[src/rtl/sub_seq.sv]
`timescale 1ns/1ps
// sub_seq: chunk-serial subtractor.
// Computes diff = a - b - borrow_in one CHUNK-bit slice per clock, LSB slice
// first, with valid/ready handshakes on the operand and result sides.
// The narrow subtract cell is reused WIDTH/CHUNK times per operation.
module sub_seq #(
  parameter int WIDTH = 32,
  parameter int CHUNK = 8
) (
  input  logic             clk_i,
  input  logic             rst_ni,
  input  logic             valid_i,
  output logic             ready_o,
  input  logic [WIDTH-1:0] a_i,
  input  logic [WIDTH-1:0] b_i,
  input  logic             borrow_i,
  output logic             valid_o,
  input  logic             ready_i,
  output logic [WIDTH-1:0] diff_o,
  output logic             borrow_o,
  output logic             overflow_o
);

  localparam int NCHUNK = WIDTH / CHUNK;
  localparam int CNT_W  = (NCHUNK > 1) ? $clog2(NCHUNK) : 1;
  localparam logic [CNT_W-1:0] LAST_SLICE = CNT_W'(NCHUNK - 1);

  // A slice width that does not tile the operand cannot be sequenced.
  generate
    if ((WIDTH % CHUNK) != 0) begin : g_bad_chunk
      $fatal(1, "sub_seq: CHUNK must divide WIDTH exactly");
    end
  endgenerate

  typedef enum logic [1:0] {
    IDLE = 2'd0,
    CALC = 2'd1,
    DONE = 2'd2
  } state_t;

  state_t           state_reg, state_next;
  logic [CNT_W-1:0] cnt_reg, cnt_next;
  logic [WIDTH-1:0] a_reg, a_next;
  logic [WIDTH-1:0] b_reg, b_next;
  logic             borrow_reg, borrow_next;
  logic [WIDTH-1:0] diff_reg, diff_next;
  logic             ovf_reg, ovf_next;

  // Operand slices, viewed as arrays so the active one is picked by counter.
  logic [CHUNK-1:0] a_slice [NCHUNK];
  logic [CHUNK-1:0] b_slice [NCHUNK];
  logic [CHUNK-1:0] a_cur;
  logic [CHUNK-1:0] b_cur;
  logic [CHUNK:0]   slice_sub;
  logic             slice_last;

  genvar gi;
  generate
    for (gi = 0; gi < NCHUNK; gi++) begin : g_slice
      assign a_slice[gi] = a_reg[gi*CHUNK +: CHUNK];
      assign b_slice[gi] = b_reg[gi*CHUNK +: CHUNK];
    end
  endgenerate

  // Select the operand slices addressed by the slice counter.
  always_comb begin
    a_cur = '0;
    b_cur = '0;
    for (int k = 0; k < NCHUNK; k++) begin
      if (cnt_reg == CNT_W'(k)) begin
        a_cur = a_slice[k];
        b_cur = b_slice[k];
      end
    end
  end

  // One narrow subtract cell; the extra top bit is the slice borrow-out.
  assign slice_sub  = {1'b0, a_cur} - {1'b0, b_cur} - {{CHUNK{1'b0}}, borrow_reg};
  assign slice_last = (cnt_reg == LAST_SLICE);

  // State and datapath registers; reset clears every result bit.
  always_ff @(posedge clk_i or negedge rst_ni) begin
    if (!rst_ni) begin
      state_reg  <= IDLE;
      cnt_reg    <= '0;
      a_reg      <= '0;
      b_reg      <= '0;
      borrow_reg <= 1'b0;
      diff_reg   <= '0;
      ovf_reg    <= 1'b0;
    end else begin
      state_reg  <= state_next;
      cnt_reg    <= cnt_next;
      a_reg      <= a_next;
      b_reg      <= b_next;
      borrow_reg <= borrow_next;
      diff_reg   <= diff_next;
      ovf_reg    <= ovf_next;
    end
  end

  // Next-state and datapath update: accept, ripple slices, hold result.
  always_comb begin
    state_next  = state_reg;
    cnt_next    = cnt_reg;
    a_next      = a_reg;
    b_next      = b_reg;
    borrow_next = borrow_reg;
    diff_next   = diff_reg;
    ovf_next    = ovf_reg;
    unique case (state_reg)
      IDLE: begin
        if (valid_i) begin
          a_next      = a_i;
          b_next      = b_i;
          borrow_next = borrow_i;
          cnt_next    = '0;
          diff_next   = '0;
          ovf_next    = 1'b0;
          state_next  = CALC;
        end
      end
      CALC: begin
        for (int k = 0; k < NCHUNK; k++) begin
          if (cnt_reg == CNT_W'(k)) begin
            diff_next[k*CHUNK +: CHUNK] = slice_sub[CHUNK-1:0];
          end
        end
        borrow_next = slice_sub[CHUNK];
        if (slice_last) begin
          // The top bit of the last slice is the result sign bit.
          ovf_next   = (a_reg[WIDTH-1] != b_reg[WIDTH-1]) &&
                       (slice_sub[CHUNK-1] != a_reg[WIDTH-1]);
          cnt_next   = '0;
          state_next = DONE;
        end else begin
          cnt_next = cnt_reg + CNT_W'(1);
        end
      end
      DONE: begin
        if (ready_i) begin
          state_next = IDLE;
        end
      end
      default: begin
        state_next = IDLE;
      end
    endcase
  end

  assign ready_o    = (state_reg == IDLE);
  assign valid_o    = (state_reg == DONE);
  assign diff_o     = diff_reg;
  assign borrow_o   = borrow_reg;
  assign overflow_o = ovf_reg;

endmodule
[config.mk]
export PLATFORM = sky130hd
export DESIGN_NAME = sub_seq
export DESIGN_NICKNAME = d
export VERILOG_FILES = /design/src/rtl/sub_seq.sv
export SDC_FILE = /design/constraint.sdc
export NUM_CORES = 1
export LEC_CHECK = 0
export ABC_AREA = 1
export CAP_MARGIN = 20
export CORE_MARGIN = 4
export CORE_UTILIZATION = 51
export CTS_CLUSTER_SIZE = 10
export DETAILED_ROUTE_END_ITERATION = 10
export GPL_ROUTABILITY_DRIVEN = 0
export GPL_TIMING_DRIVEN = 0
export PLACE_DENSITY = 0.8
export SYNTH_ARGS = -nofsm -noshare
export SYNTH_HDL_FRONTEND = slang
export SYNTH_SLANG_ARGS = --single-unit
[constraint.sdc]
create_clock -name clk_i -period 3.4 [get_ports clk_i]
set_clock_uncertainty 0.05 [all_clocks]
set_input_delay 0.51 -clock clk_i [delete_from_list [all_inputs] [get_ports clk_i]]
set_output_delay 0.51 -clock clk_i [all_outputs]
set_load 0.1 [all_outputs]
-- Word-level counts from Yosys, hierarchy flattened
Cells that the tools add are included.
W data, S select, Z words.
- output and inout port bits: 36
- word-level logic and storage cells: 63
- flip-flop bits (word level): 102
- input port bits: 69
- mux-type cells: 26
- reductions and logical operators: 11
- eq/ne operators: 13
- add/sub/neg operators: 3
- operators by type and width (cell ; count):
    $mux W8 ; 12
    $pmux W32 S2 ; 1
    $mux W32 ; 1
    $reduce_and A3 Y1 ; 5
    $mux W2 ; 5
    $ne A2 B2 Y1 const B ; 5
    $sub A8 B8 Y9 ; 1
    $sub A9 B1 Y9 ; 1
    $eq A2 B2 Y1 const B ; 3
    $pmux W2 S3 ; 1
    $eq A2 B1 Y1 const B ; 2
    $logic_not A2 Y1 ; 2
    $pmux W1 S2 ; 2
    $pmux W2 S2 ; 1
    $reduce_and A2 Y1 ; 2
    $mux W1 ; 3
    $add A2 B1 Y2 const B ; 1
    $ne A1 B1 Y1 ; 2
    $ne A2 B1 Y1 const B ; 1
    $reduce_bool A2 Y1 ; 1
    $logic_and A1 B1 Y1 ; 1

-- Longest topological paths before layout
- depth in word-level cells: 11
- mapped depth: 21
- gate-level depth less buffers: 21

-- Least setup slack after synthesis
No wires, ideal clock.
- kind: reg-to-reg
- start point: reg cnt_reg[0]
- end point: reg diff_reg[14], in the netlist diff_o[14]
- path buffers: 2
- arrival: 2834 ps
- period minus slack after synthesis: 3016 ps
- stages on the path, launching flop included: 20
- library setup time: 132 ps
- data required time: 3218 ps
- path slack: 384 ps
- path through: dfrtp_1 -> ha_1 -> buf_6 -> nor2_1 -> buf_4 -> a22oi_1 -> o21ai_0 -> o21ai_0 -> fa_1 -> inv_1 -> fa_1 -> inv_1 -> nand2_1 -> nand2_1 -> nand2_1 -> nand2_1 -> nand2_1 -> a21oi_1 -> o21ai_0 -> o21ai_0
- longest elaborated chain between the ends: 9
- elaborated cells between the ends (all ways): 18
- classes of those cells: add/sub (2); eq/ne (4); mux (10); reduce/logical (2)
- ends and longest elaborated chain (item ; line ; RTL):
    start: declaration ; 42 ; logic [CNT_W-1:0] cnt_reg, cnt_next;
    start signal: assignment ; 93 ; cnt_reg <= cnt_next;
    $logic_not A2 Y1 ; 70 ; if (cnt_reg == CNT_W'(k)) begin
    $mux W8 (4 in series) ; 70 ;
    $sub A8 B8 Y9 ; 78 ; assign slice_sub = {1'b0, a_cur} - {1'b0, b_cur} - {{CHUNK{1'b0}}, borrow_reg};
    $sub A9 B1 Y9 ; 78 ;
    $mux W8 ; 125 ; if (cnt_reg == CNT_W'(k)) begin
    $pmux W32 S2 ; 111 ; unique case (state_reg)
    end signal: assignment ; 97 ; diff_reg <= diff_next;
    end: declaration ; 46 ; logic [WIDTH-1:0] diff_reg, diff_next;
Several ways; a longest one is shown, not always the timed one. The select of a mux whose other input is x is not followed.
A chain may end at the register's enable or synchronous reset.

-- Worst setup path in the final report
- start point: reg cnt_reg[1]
- end point: reg diff_reg[22], in the netlist diff_o[22]
The elaborated chain is that of the path after synthesis.

==> metrics.cfg <==
[critical_path]
cp_top_family=compound AO/OA/AOI/OAI gates
reg2reg_setup_slack_ns=0.15
cpPeakStageDelay_ns=0.41
cp.arrival_ns=3.46
path_class=reg2reg
r2r-start=cnt_reg[1]
cp.required_ns=3.60
r2r_end=diff_o[22]
cp_cell_sequence=inv_2 -> ha_1 -> buf_6 -> nor2_4 -> a22oi_1 -> nand2_1 -> o21ai_0 -> a21oi_2 -> fa_2 -> inv_1 -> fa_1 -> inv_1 -> nand2_1 -> nand2_1 -> nand2_1 -> nand2_1 -> nand2_1 -> a21oi_4 -> a21oi_2 -> o21ai_4 -> o21ai_1
worstSetupEndpointType=register
reg2reg_depth=21
crit_fanout=5
slowest_stage=dfrtp_1
path_buf_inv=4
crit_top_cell=nand2_1
start_kind=register

[timing]
setup-violations-final=0
hold_violations=0
period_minus_slack_ns=3.251
fmax_ghz=0.3076
fin_tns_setup_ns=0
slew_headroom=0.3277
drv_slew=0
post-route-period-util=0.9563
worst_slew_pin_slew_ns=1.005

[logic_synthesis]
syn_inst=585
yosysTopAreaCellShare=0.5267
syn_area_um2=4846
ys_seq_area_frac=0.5267
ys_warn_count=0
synth_cell_types=32
synthTopCellsByCount=257 x nand2_1, 102 x dfrtp_1, 41 x o21ai_0, 33 x inv_1, 26 x a21oi_1
ys_top_cells_by_area=dfrtp_1 53%, nand2_1 20%, o21ai_0 4.2%, ha_1 4.1%, a21oi_1 2.7%
yosys_register_bits=102
synth_top_cell_by_area=dfrtp_1
async_flop_share=1.000
syn_avg_cell_area_um2=8.284
synth_most_common_cell=nand2_1
synth_fp_nets=672
synth_ff_type=dfrtp_1
synth_edf_count=0

[routing]
wl_per_cell_um=15.15
num_vias=4376
via_per_inst=5.197
ant_nets=0
drt_iter0_drc=289
firstDrtPassIters=7
route.detailed.drc=0
routed_wl_um=12760

[clocking]
root_buffer=clkbuf_8
cts_made_buffers=9
worstSkewPairLatency_ns=0.37
htree_levels=3
path_clk_slew_ns=0.11
cts_buffer_depth=2
cts_sinks=102
cts_tree=done

[grt]
grt_usage=0.2312
grt_max_degree=59
antenna_found_initial=0
grt_pass1_wl_um=20520
grt.overflow.total=0
grt_pass1_vias=4236

[cells_and_area]
stdcell_count=842
fill_cells=734
drive_gt1_frac=0.1220
areaGrowthSynthToFinish_pct=33.77
diodes=0
design_area_um2=6482
final_nets=795

[placement]
place_area_um2=6073
port_buffers=104
dp_hpwl_um=9391
dp.cells=819

[floorplanning]
die_area_um2=11130
start_util=0.5244
placeableCoreArea_um2=9240
rows=35
io_pins=105
die_x_um=105.5
die_y_um=105.5

[status]
status=completed

[flow_run]
maxCapViolCount=0

[worst_hold_path]
hold_class=in2async

final cells by class:
class | count | area (um^2) | share of cell area
clock inverters | 6 | 51.30 | 0.007914
clock buffers | 10 | 137.6 | 0.02123
multi-input cells | 419 | 2148 | 0.3314
repair buffers | 114 | 1146 | 0.1768
flip-flops and latches | 102 | 2554 | 0.3939
inverters | 37 | 145.1 | 0.02239
well taps | 129 | 161.4 | 0.02490
plain buffers | 25 | 138.9 | 0.02142
metrics by stage:
stage	setup slack [ns]	util	hold slack (ns)
final	0.1487	0.7016	0.06959
after global routing	-0.04918	0.7016	0.09800
after CTS	0.01630	0.6800	0.08421
after detailed placement	-0.7603	0.6573	0.4099
after global placement	-1.782	0.6546	0.4074
after floorplan	0.3841	-	0.1644
layout by cell type, fill, tap and decap left out, drive strengths merged:
| master | instances |
|---|---|
| a21boi | 1 |
| a21oi | 27 |
| a221oi | 2 |
| a22o | 5 |
| a22oi | 9 |
| buf | 25 |
| clkbuf | 21 |
| clkdlybuf4s50 | 103 |
| clkinv | 2 |
| clkinvlp | 2 |
| dfrtp | 102 |
| fa | 2 |
| ha | 16 |
| inv | 39 |
| mux2 | 1 |
| nand2 | 261 |
| nand3 | 12 |
| nand4 | 2 |
| nor2 | 16 |
| nor3 | 1 |
| o211ai | 1 |
| o21ai | 58 |
| o22ai | 1 |
| or2 | 3 |
| xnor2 | 1 |
cells by family after synthesis:
family | Yosys count | synth area share
buffers and inverters | 64 | 0.05706
xor gates and xnor gates | 1 | 0.001808
DFF | 102 | 0.5267
and+or+nand+nor | 295 | 0.2406
AOI/OAI and AO/OA | 104 | 0.1219
muxes | 1 | 0.002324
adders and majority gates | 18 | 0.04957
per-layer routing:
metal / global-route usage / vias to the layer above / wire length (um)
li1: - / 2114 / -
met1: 0.3177 / 2048 / 5628
met2: 0.3670 / 184 / 5998
met3: 0.03552 / 30 / 831
met4: 0.09653 / 0 / 297
met5: 0 / - / 0
how the worst max path moves through the flow:
stage,from,to,slack [ns],depth (start not counted)
floorplan,cnt_reg[0],diff_o[14],0.38,19
global route,cnt_reg[1],diff_o[22],-0.05,21
CTS,cnt_reg[0],diff_o[7],0.02,20
global placement,rst_ni,a_reg[3],-1.78,1
finish,cnt_reg[1],diff_o[22],0.15,21
detailed placement,cnt_reg[0],diff_o[6],-0.76,20
what timing repair did:
action / 4_1_cts / 5_1_grt
pin swaps: 0 / 2
setup buffers: 0 / 9
hold buffers: 0 / 0
setup endpoints to repair: 26 / 16
gates resized for setup: 12 / 44
Power is not shown: default switching activity piles up to over one toggle a cycle in this logic, so the estimate is an artifact.
